$ cat src/rtl/mem_copy_engine_pkg.sv
// Shared definitions for the word-copy engine: widths, memory depth, FSM states.
// Latency: n/a (declarations only).
// Backpressure: n/a.
package mem_copy_engine_pkg;

    localparam int DATA_W    = 32;
    localparam int MEM_DEPTH = 85;

    typedef enum logic [1:0] {
        IDLE  = 2'd0,
        READ  = 2'd1,
        WRITE = 2'd2,
        DONE  = 2'd3
    } state_t;

endpackage

$ cat src/rtl/mem_copy_addr_gen.sv
// Word index counter with source/destination address adders and last-word detect.
// Latency: addresses are combinational from the registered index.
// Backpressure: none; the index only moves when the FSM pulses inc.
module mem_copy_addr_gen #(
    parameter int W = 32
) (
    input  logic         clk,
    input  logic         reset,
    input  logic         clr,
    input  logic         inc,
    input  logic [W-1:0] src_base,
    input  logic [W-1:0] dst_base,
    input  logic [W-1:0] len_base,
    output logic [W-1:0] src_addr,
    output logic [W-1:0] dst_addr,
    output logic         last
);

    logic [W-1:0] idx_q;
    logic [W-1:0] idx_d;
    logic [W-1:0] idx_nxt;

    assign idx_nxt  = idx_q + W'(1);
    assign src_addr = src_base + idx_q;
    assign dst_addr = dst_base + idx_q;
    assign last     = (idx_nxt == len_base);

    always_comb begin
        idx_d = idx_q;
        if (clr) begin
            idx_d = '0;
        end else if (inc) begin
            idx_d = idx_nxt;
        end
    end

    always_ff @(posedge clk or negedge reset) begin
        if (!reset) begin
            idx_q <= '0;
        end else begin
            idx_q <= idx_d;
        end
    end

endmodule

$ cat src/rtl/mem_copy_engine.sv
// Copies len words from src to dst in ascending order, one READ and one WRITE cycle per word.
// Latency: done 2*len+1 cycles after start, or 1 cycle for len==0 / range error.
// Backpressure: none; start is ignored while busy.
module mem_copy_engine #(
    parameter int DATA_W    = mem_copy_engine_pkg::DATA_W,
    parameter int MEM_DEPTH = mem_copy_engine_pkg::MEM_DEPTH
) (
    input  logic              clk,
    input  logic              reset,
    input  logic              start,
    input  logic [DATA_W-1:0] src,
    input  logic [DATA_W-1:0] dst,
    input  logic [DATA_W-1:0] len,
    output logic              busy,
    output logic              done,
    output logic              err,
    output logic [DATA_W-1:0] mem_A,
    output logic [DATA_W-1:0] mem_WD,
    output logic              mem_WE,
    input  logic [DATA_W-1:0] mem_RD
);
    import mem_copy_engine_pkg::*;

    // Carry bit kept so src/dst near the top of the address space cannot wrap past the check.
    localparam logic [DATA_W:0] DEPTH_X = (DATA_W+1)'(MEM_DEPTH);

    state_t            state_q, state_d;
    logic [DATA_W-1:0] src_q, src_d;
    logic [DATA_W-1:0] dst_q, dst_d;
    logic [DATA_W-1:0] len_q, len_d;
    logic [DATA_W-1:0] data_q, data_d;
    logic              err_q, err_d;
    logic              idx_clr, idx_inc, last;
    logic [DATA_W-1:0] src_addr, dst_addr;
    logic [DATA_W:0]   src_end, dst_end;
    logic              range_err;

    assign src_end   = {1'b0, src} + {1'b0, len};
    assign dst_end   = {1'b0, dst} + {1'b0, len};
    assign range_err = (src_end > DEPTH_X) || (dst_end > DEPTH_X);

    mem_copy_addr_gen #(.W(DATA_W)) u_addr_gen (
        .clk      (clk),
        .reset    (reset),
        .clr      (idx_clr),
        .inc      (idx_inc),
        .src_base (src_q),
        .dst_base (dst_q),
        .len_base (len_q),
        .src_addr (src_addr),
        .dst_addr (dst_addr),
        .last     (last)
    );

    always_comb begin
        state_d = state_q;
        src_d   = src_q;
        dst_d   = dst_q;
        len_d   = len_q;
        data_d  = data_q;
        err_d   = err_q;
        idx_clr = 1'b0;
        idx_inc = 1'b0;
        mem_A   = '0;
        mem_WD  = '0;
        mem_WE  = 1'b0;
        busy    = (state_q != IDLE);
        done    = (state_q == DONE);
        err     = (state_q == DONE) && err_q;
        case (state_q)
            IDLE: begin
                if (start) begin
                    src_d   = src;
                    dst_d   = dst;
                    len_d   = len;
                    err_d   = range_err;
                    idx_clr = 1'b1;
                    state_d = (range_err || (len == '0)) ? DONE : READ;
                end
            end
            READ: begin
                mem_A   = src_addr;
                data_d  = mem_RD;
                state_d = WRITE;
            end
            WRITE: begin
                mem_A   = dst_addr;
                mem_WD  = data_q;
                mem_WE  = 1'b1;
                idx_inc = 1'b1;
                state_d = last ? DONE : READ;
            end
            DONE: begin
                state_d = IDLE;
            end
            default: state_d = IDLE;
        endcase
    end

    always_ff @(posedge clk or negedge reset) begin
        if (!reset) begin
            state_q <= IDLE;
            src_q   <= '0;
            dst_q   <= '0;
            len_q   <= '0;
            data_q  <= '0;
            err_q   <= 1'b0;
        end else begin
            state_q <= state_d;
            src_q   <= src_d;
            dst_q   <= dst_d;
            len_q   <= len_d;
            data_q  <= data_d;
            err_q   <= err_d;
        end
    end

endmodule

$ cat config.mk
export PLATFORM = sky130hd
export DESIGN_NAME = mem_copy_engine
export DESIGN_NICKNAME = d
export VERILOG_FILES = /design/src/rtl/mem_copy_engine_pkg.sv /design/src/rtl/mem_copy_addr_gen.sv /design/src/rtl/mem_copy_engine.sv
export SDC_FILE = /design/constraint.sdc
export NUM_CORES = 1
export LEC_CHECK = 0
export CAP_MARGIN = 20
export CORE_MARGIN = 2
export CORE_UTILIZATION = 41
export CTS_BUF_LIST = sky130_fd_sc_hd__clkbuf_8
export DETAILED_ROUTE_END_ITERATION = 8
export GPL_TIMING_DRIVEN = 0
export PLACE_DENSITY = 0.6
export RECOVER_POWER = 100
export SLEW_MARGIN = 20
export SYNTH_ARGS = -nofsm -noshare
export SYNTH_HDL_FRONTEND = slang
export SYNTH_SLANG_ARGS = --single-unit
$ cat constraint.sdc
create_clock -name clk -period 12.4 [get_ports clk]
set_input_delay 2.48 -clock clk [delete_from_list [all_inputs] [get_ports clk]]
set_output_delay 2.48 -clock clk [all_outputs]
set_load 0.01 [all_outputs]
# Word-level counts from Yosys, hierarchy flattened
# Cells that the tools add are included.
# totals
register_bits,163
word_cells,38
# classes
addsub,5
n_mux,11
n_lt_le_gt_ge,2
n_reduce_logical,8
eq_ne,5
# op_table
operator,count
$mux 32,3
$add 32x32->33,2
$gt 33x7->1 const B,2
$add 32x32->32,2
$pmux 32 s2,1
$add 32x1->32 const B,1
$eq 32x32->1,1
$logic_not 32->1,1
$pmux 2 s4,1
$mux 2,3
$eq 2x2->1 const B,2
$reduce_bool 2->1,2
$mux 1,3
$eq 2x1->1 const B,1
$logic_not 2->1,1
$logic_or 1x1->1,2
$ne 2x2->1 const B,1
$reduce_and 2->1,1
$logic_and 1x1->1,1

# Logic depth before layout (Yosys ltp)
# logic_depth
depth_word,7
mapped_depth,18
depth_no_buf,16

# Cells and area by module
# Synthesis repeated with hierarchy kept, for this count alone.
# unflattened
cells_unflattened,1716
area_unflattened_um2,15119.5
# modules_own_cells
module,instances,area_each_um2,cells_per_inst
mem_copy_engine,1,9676.8,1004
mem_copy_addr_gen,1,5442.7,712

# Worst setup path before layout
# OpenSTA, ideal clock, no wires.
# synth_timing
path_kind,reg-to-output
start,register state_q[0]
end,output mem_A[31]
path_buffers,2
t_required_ns,9.920
stages_incl_launch_ff,16
arrival_time_ns,4.003
setup_slack_ns,5.917
path_cell_list,dfrtp_1 inv_1 ha_1 clkbuf_1 clkbuf_1 mux2_2 ha_1 or3_1 o21ai_1 o21ai_1 a21oi_1 o31ai_1 o41a_1 a221oi_1 xnor2_1 and2_1
# synth_between
elab_chain_len,2
elab_cells_between_ends,3
# synth_rtl
item,line,source
from (decl),mem_copy_engine.sv:27,"state_t state_q, state_d;"
from (signal assigned),mem_copy_engine.sv:109,state_q <= state_d;
$eq 2x2->1 or $eq 2x1->1 (tied branches),mem_copy_engine.sv:70,case (state_q)
$pmux 32 s2 (*),mem_copy_engine.sv:70,
to (decl),mem_copy_engine.sv:17,"output logic [DATA_W-1:0] mem_A,"
# Every way passes the cells marked *; elsewhere a longest branch is shown, timed or not.

==> results.json <==
{
  "status": "finished with violations",
  "violations": "max-capacitance violations, max-slew violations",
  "startpoint": "reset",
  "setup-violations-final": 0,
  "fillers": 3263,
  "worstSetupPathType": "in2async",
  "syn_to_final_growth_pct": 22.0,
  "synth.most_common_cell": "nand2_1",
  "max_freq_mhz": 111,
  "ctsHoldBuffers": 0,
  "power_density_nw_per_um2": 181,
  "synth_top_area_frac": 0.302,
  "num_vias": 13000,
  "nets": 2133,
  "drt_first_pass_iters": 6,
  "seq_power_share": 0.290,
  "ctsLongestPathBuffers": 2,
  "r2r_start": "u_addr_gen.idx_q[0]",
  "cp-start-kind": "input pin",
  "grt_pass1_wl_um": 69500,
  "path_cells": "clkbuf_1, clkbuf_1, clkbuf_1",
  "drc": 0,
  "p_switching_mw": 1.27,
  "power_mw": 2.98,
  "die-area_um2": 34400,
  "period_needed_ns": 9.00,
  "crit_path_end_kind": "async pin",
  "io_buffers": 198,
  "htreeDepth": 4,
  "layout-drive-gt1-share": 0.0659,
  "slowest_delay_ns": 2.44,
  "place.gp.congestion": 0.993,
  "ctsResizeCount": 0,
  "via_per_inst": 5.52,
  "avgRoutedWirePerCell_um": 19.6,
  "async_flop_share": 1.00,
  "track_usage": 0.267,
  "crit_path_max_fanout": 63,
  "ys_seq_elements": 163,
  "hpwl_um": 38200,
  "initial_utilization": 0.415,
  "finalHoldViolations": 0,
  "root_buffer": "clkbuf_8",
  "numCtsBuffers": 17,
  "slowest_stage": "clkbuf_1",
  "required_ns": 12.26,
  "drt_iter0_drc": 1044,
  "hold_path.class": "reg2reg",
  "die_y_um": 186,
  "syn_area_per_cell_um2": 8.05,
  "grt_start_max_net_pins": 64,
  "synth_top_area_cell": "dfrtp_1",
  "ir_drop_mv": 0.0766,
  "path_common_cell": "clkbuf_1",
  "p_leak_nw": 7.46,
  "clock_sink_count": 163,
  "antenna_left": 0,
  "instances_no_fill": 2355,
  "clock_latency_ns": 0.48,
  "drv_cap": 3,
  "finalCritPeriodShare": 0.726,
  "met1_usage": 0.384,
  "dpl.cell_count": 2321,
  "drt_wl_total_um": 46100,
  "dpl_cell_area_um2": 16100,
  "io_pins": 199,
  "use_met2": 0.421,
  "placement_rows": 66,
  "syn_area_um2": 13500,
  "grt.busiest_layer": "met2",
  "grt.overflow.total": 0,
  "grt_pass1_vias": 12200,
  "clkTransAtPathRegs_ns": 0.09,
  "ys_seq_area_frac": 0.302,
  "synth_common_cells": "nand2_1 (377), dfrtp_1 (163), nor2_1 (104), ha_1 (101), a21oi_1 (94)",
  "combPwrFrac": 0.567,
  "final_cell_area_um2": 16500,
  "synth.distinct_cells": 83,
  "synth_edf_count": 0,
  "ys_top_cells_by_area": "dfrtp_1 (30%), nand2_1 (10%), ha_1 (9.4%)",
  "setup_tns_ns": 0,
  "switching_share": 0.426,
  "cts_setup_buffers": 0,
  "relSlewSlack": -1.20,
  "postSynthCellCount": 1679,
  "ff2ff_setup_slack_ns": 8.92,
  "rsz0062_at_grt": "no",
  "synthFlopType": "dfrtp_1",
  "synthesis.nets": 1914,
  "r2r_cells": 12,
  "pwr-share-clk": 0.143,
  "die_w_um": 186,
  "yosysWarnings": 0,
  "clock_skew_ns": 0.0115,
  "coreArea_um2": 32500,
  "drv_slew": 168,
  "arrival_ns": 8.87,
  "intPower_mw": 1.71,
  "tightest_slew_ns": 3.30,
  "worst_r2r_endpoint": "state_q[1]",
  "use_met3": 0.0248,
  "antenna_found_initial": 2,
  "endpoint": "data_q[17]",
  "cts_tree": "done"
}
==> layer usage <==
layer | part of all wire | up-vias
li1 | - | 6405
met1 | 0.48 | 6170
met2 | 0.45 | 370
met3 | 0.041 | 62
met4 | 0.026 | 0
met5 | 0 | -
==> through the flow <==
step | setup slack, ns | utilization | hold slack [ns]
after global routing | 1.85 | 0.507 | 0.500
after CTS | 3.66 | 0.509 | 0.479
after floorplan | 5.92 | - | 0.440
after detailed placement | 4.21 | 0.495 | 0.457
after global placement | 2.16 | 0.493 | 0.453
final | 3.40 | 0.507 | 0.479
==> how the worst min path moves through the flow <==
| stage | endpoint | cells after the start | startpoint |
|---|---|---|---|
| 2_1_floorplan | dst_q[0] | 2 | dst_q[0] |
| 3_3_place_gp | dst_q[8] | 2 | dst_q[8] |
| 3_5_place_dp | dst_q[19] | 2 | dst_q[19] |
| 4_1_cts | dst_q[26] | 2 | dst_q[26] |
| 5_1_grt | src_q[9] | 2 | src_q[9] |
| 6_report | dst_q[10] | 2 | dst_q[10] |
==> sequential cells by signal, summed over array words and instances (netlist names) <==
register,flops
u_addr_gen.idx_q,32
len_q,32
dst_q,32
data_q,32
state_q,2
err_q,1
src_q,32
==> cells in the final DEF (no fill, tap or decap), drive strengths merged, types with 15 or more instances in the layout <==
cell	count
inv	41
nand4	34
o21ai	86
and3	20
and2	63
nand3	40
nor3	31
a31oi	15
dlygate4sd3	80
nor2	104
xor2	60
xnor2	58
mux2	65
nand2	377
clkdlybuf4s50	117
clkbuf	91
dfrtp	163
nor4	24
a21oi	95
ha	101
a21o	30
nand2b	16
==> cell families (layout without fill, tap and decap cells) <==
group	after synthesis	count (layout)	share of synthesized area
flip-flops	163	163	0.302
buffers and inverters	112	344	0.0319
adder cells (fa/ha/maj)	104	104	0.0979
other	0	2	0
XOR/XNOR	118	118	0.0765
AO/OA/AOI/OAI	345	345	0.166
multiplexers	76	76	0.0623
AND/OR/NAND/NOR	761	761	0.263
==> worst max-delay path: cells and delay by family <==
kind	cells	cell delay, ns
buffers and inverters	3	6.29
==> power by group through the flow <==
stage | registers (mW) | clock network (mW) | logic [mW]
after floorplan | 0.835 | 0 | 1.07
after global placement | 0.865 | 0 | 1.71
after detailed placement | 0.874 | 0 | 1.73
after CTS | 0.863 | 0.432 | 1.74
after global routing | 0.892 | 0.455 | 1.86
final | 0.864 | 0.425 | 1.69
==> final cells by class <==
class | instances | area, um^2 | share of cell area
multi-input cells | 1404 | 9000 | 0.546
flip-flops and latches | 163 | 4080 | 0.247
repair buffers | 200 | 1980 | 0.120
well taps | 442 | 553 | 0.0335
plain buffers | 74 | 289 | 0.0175
clock buffers | 19 | 262 | 0.0159
clock inverters | 13 | 175 | 0.0106
inverters | 38 | 143 | 0.00865
diodes | 2 | 5.00 | 0.000304
Power figures use the tool's default switching activity.
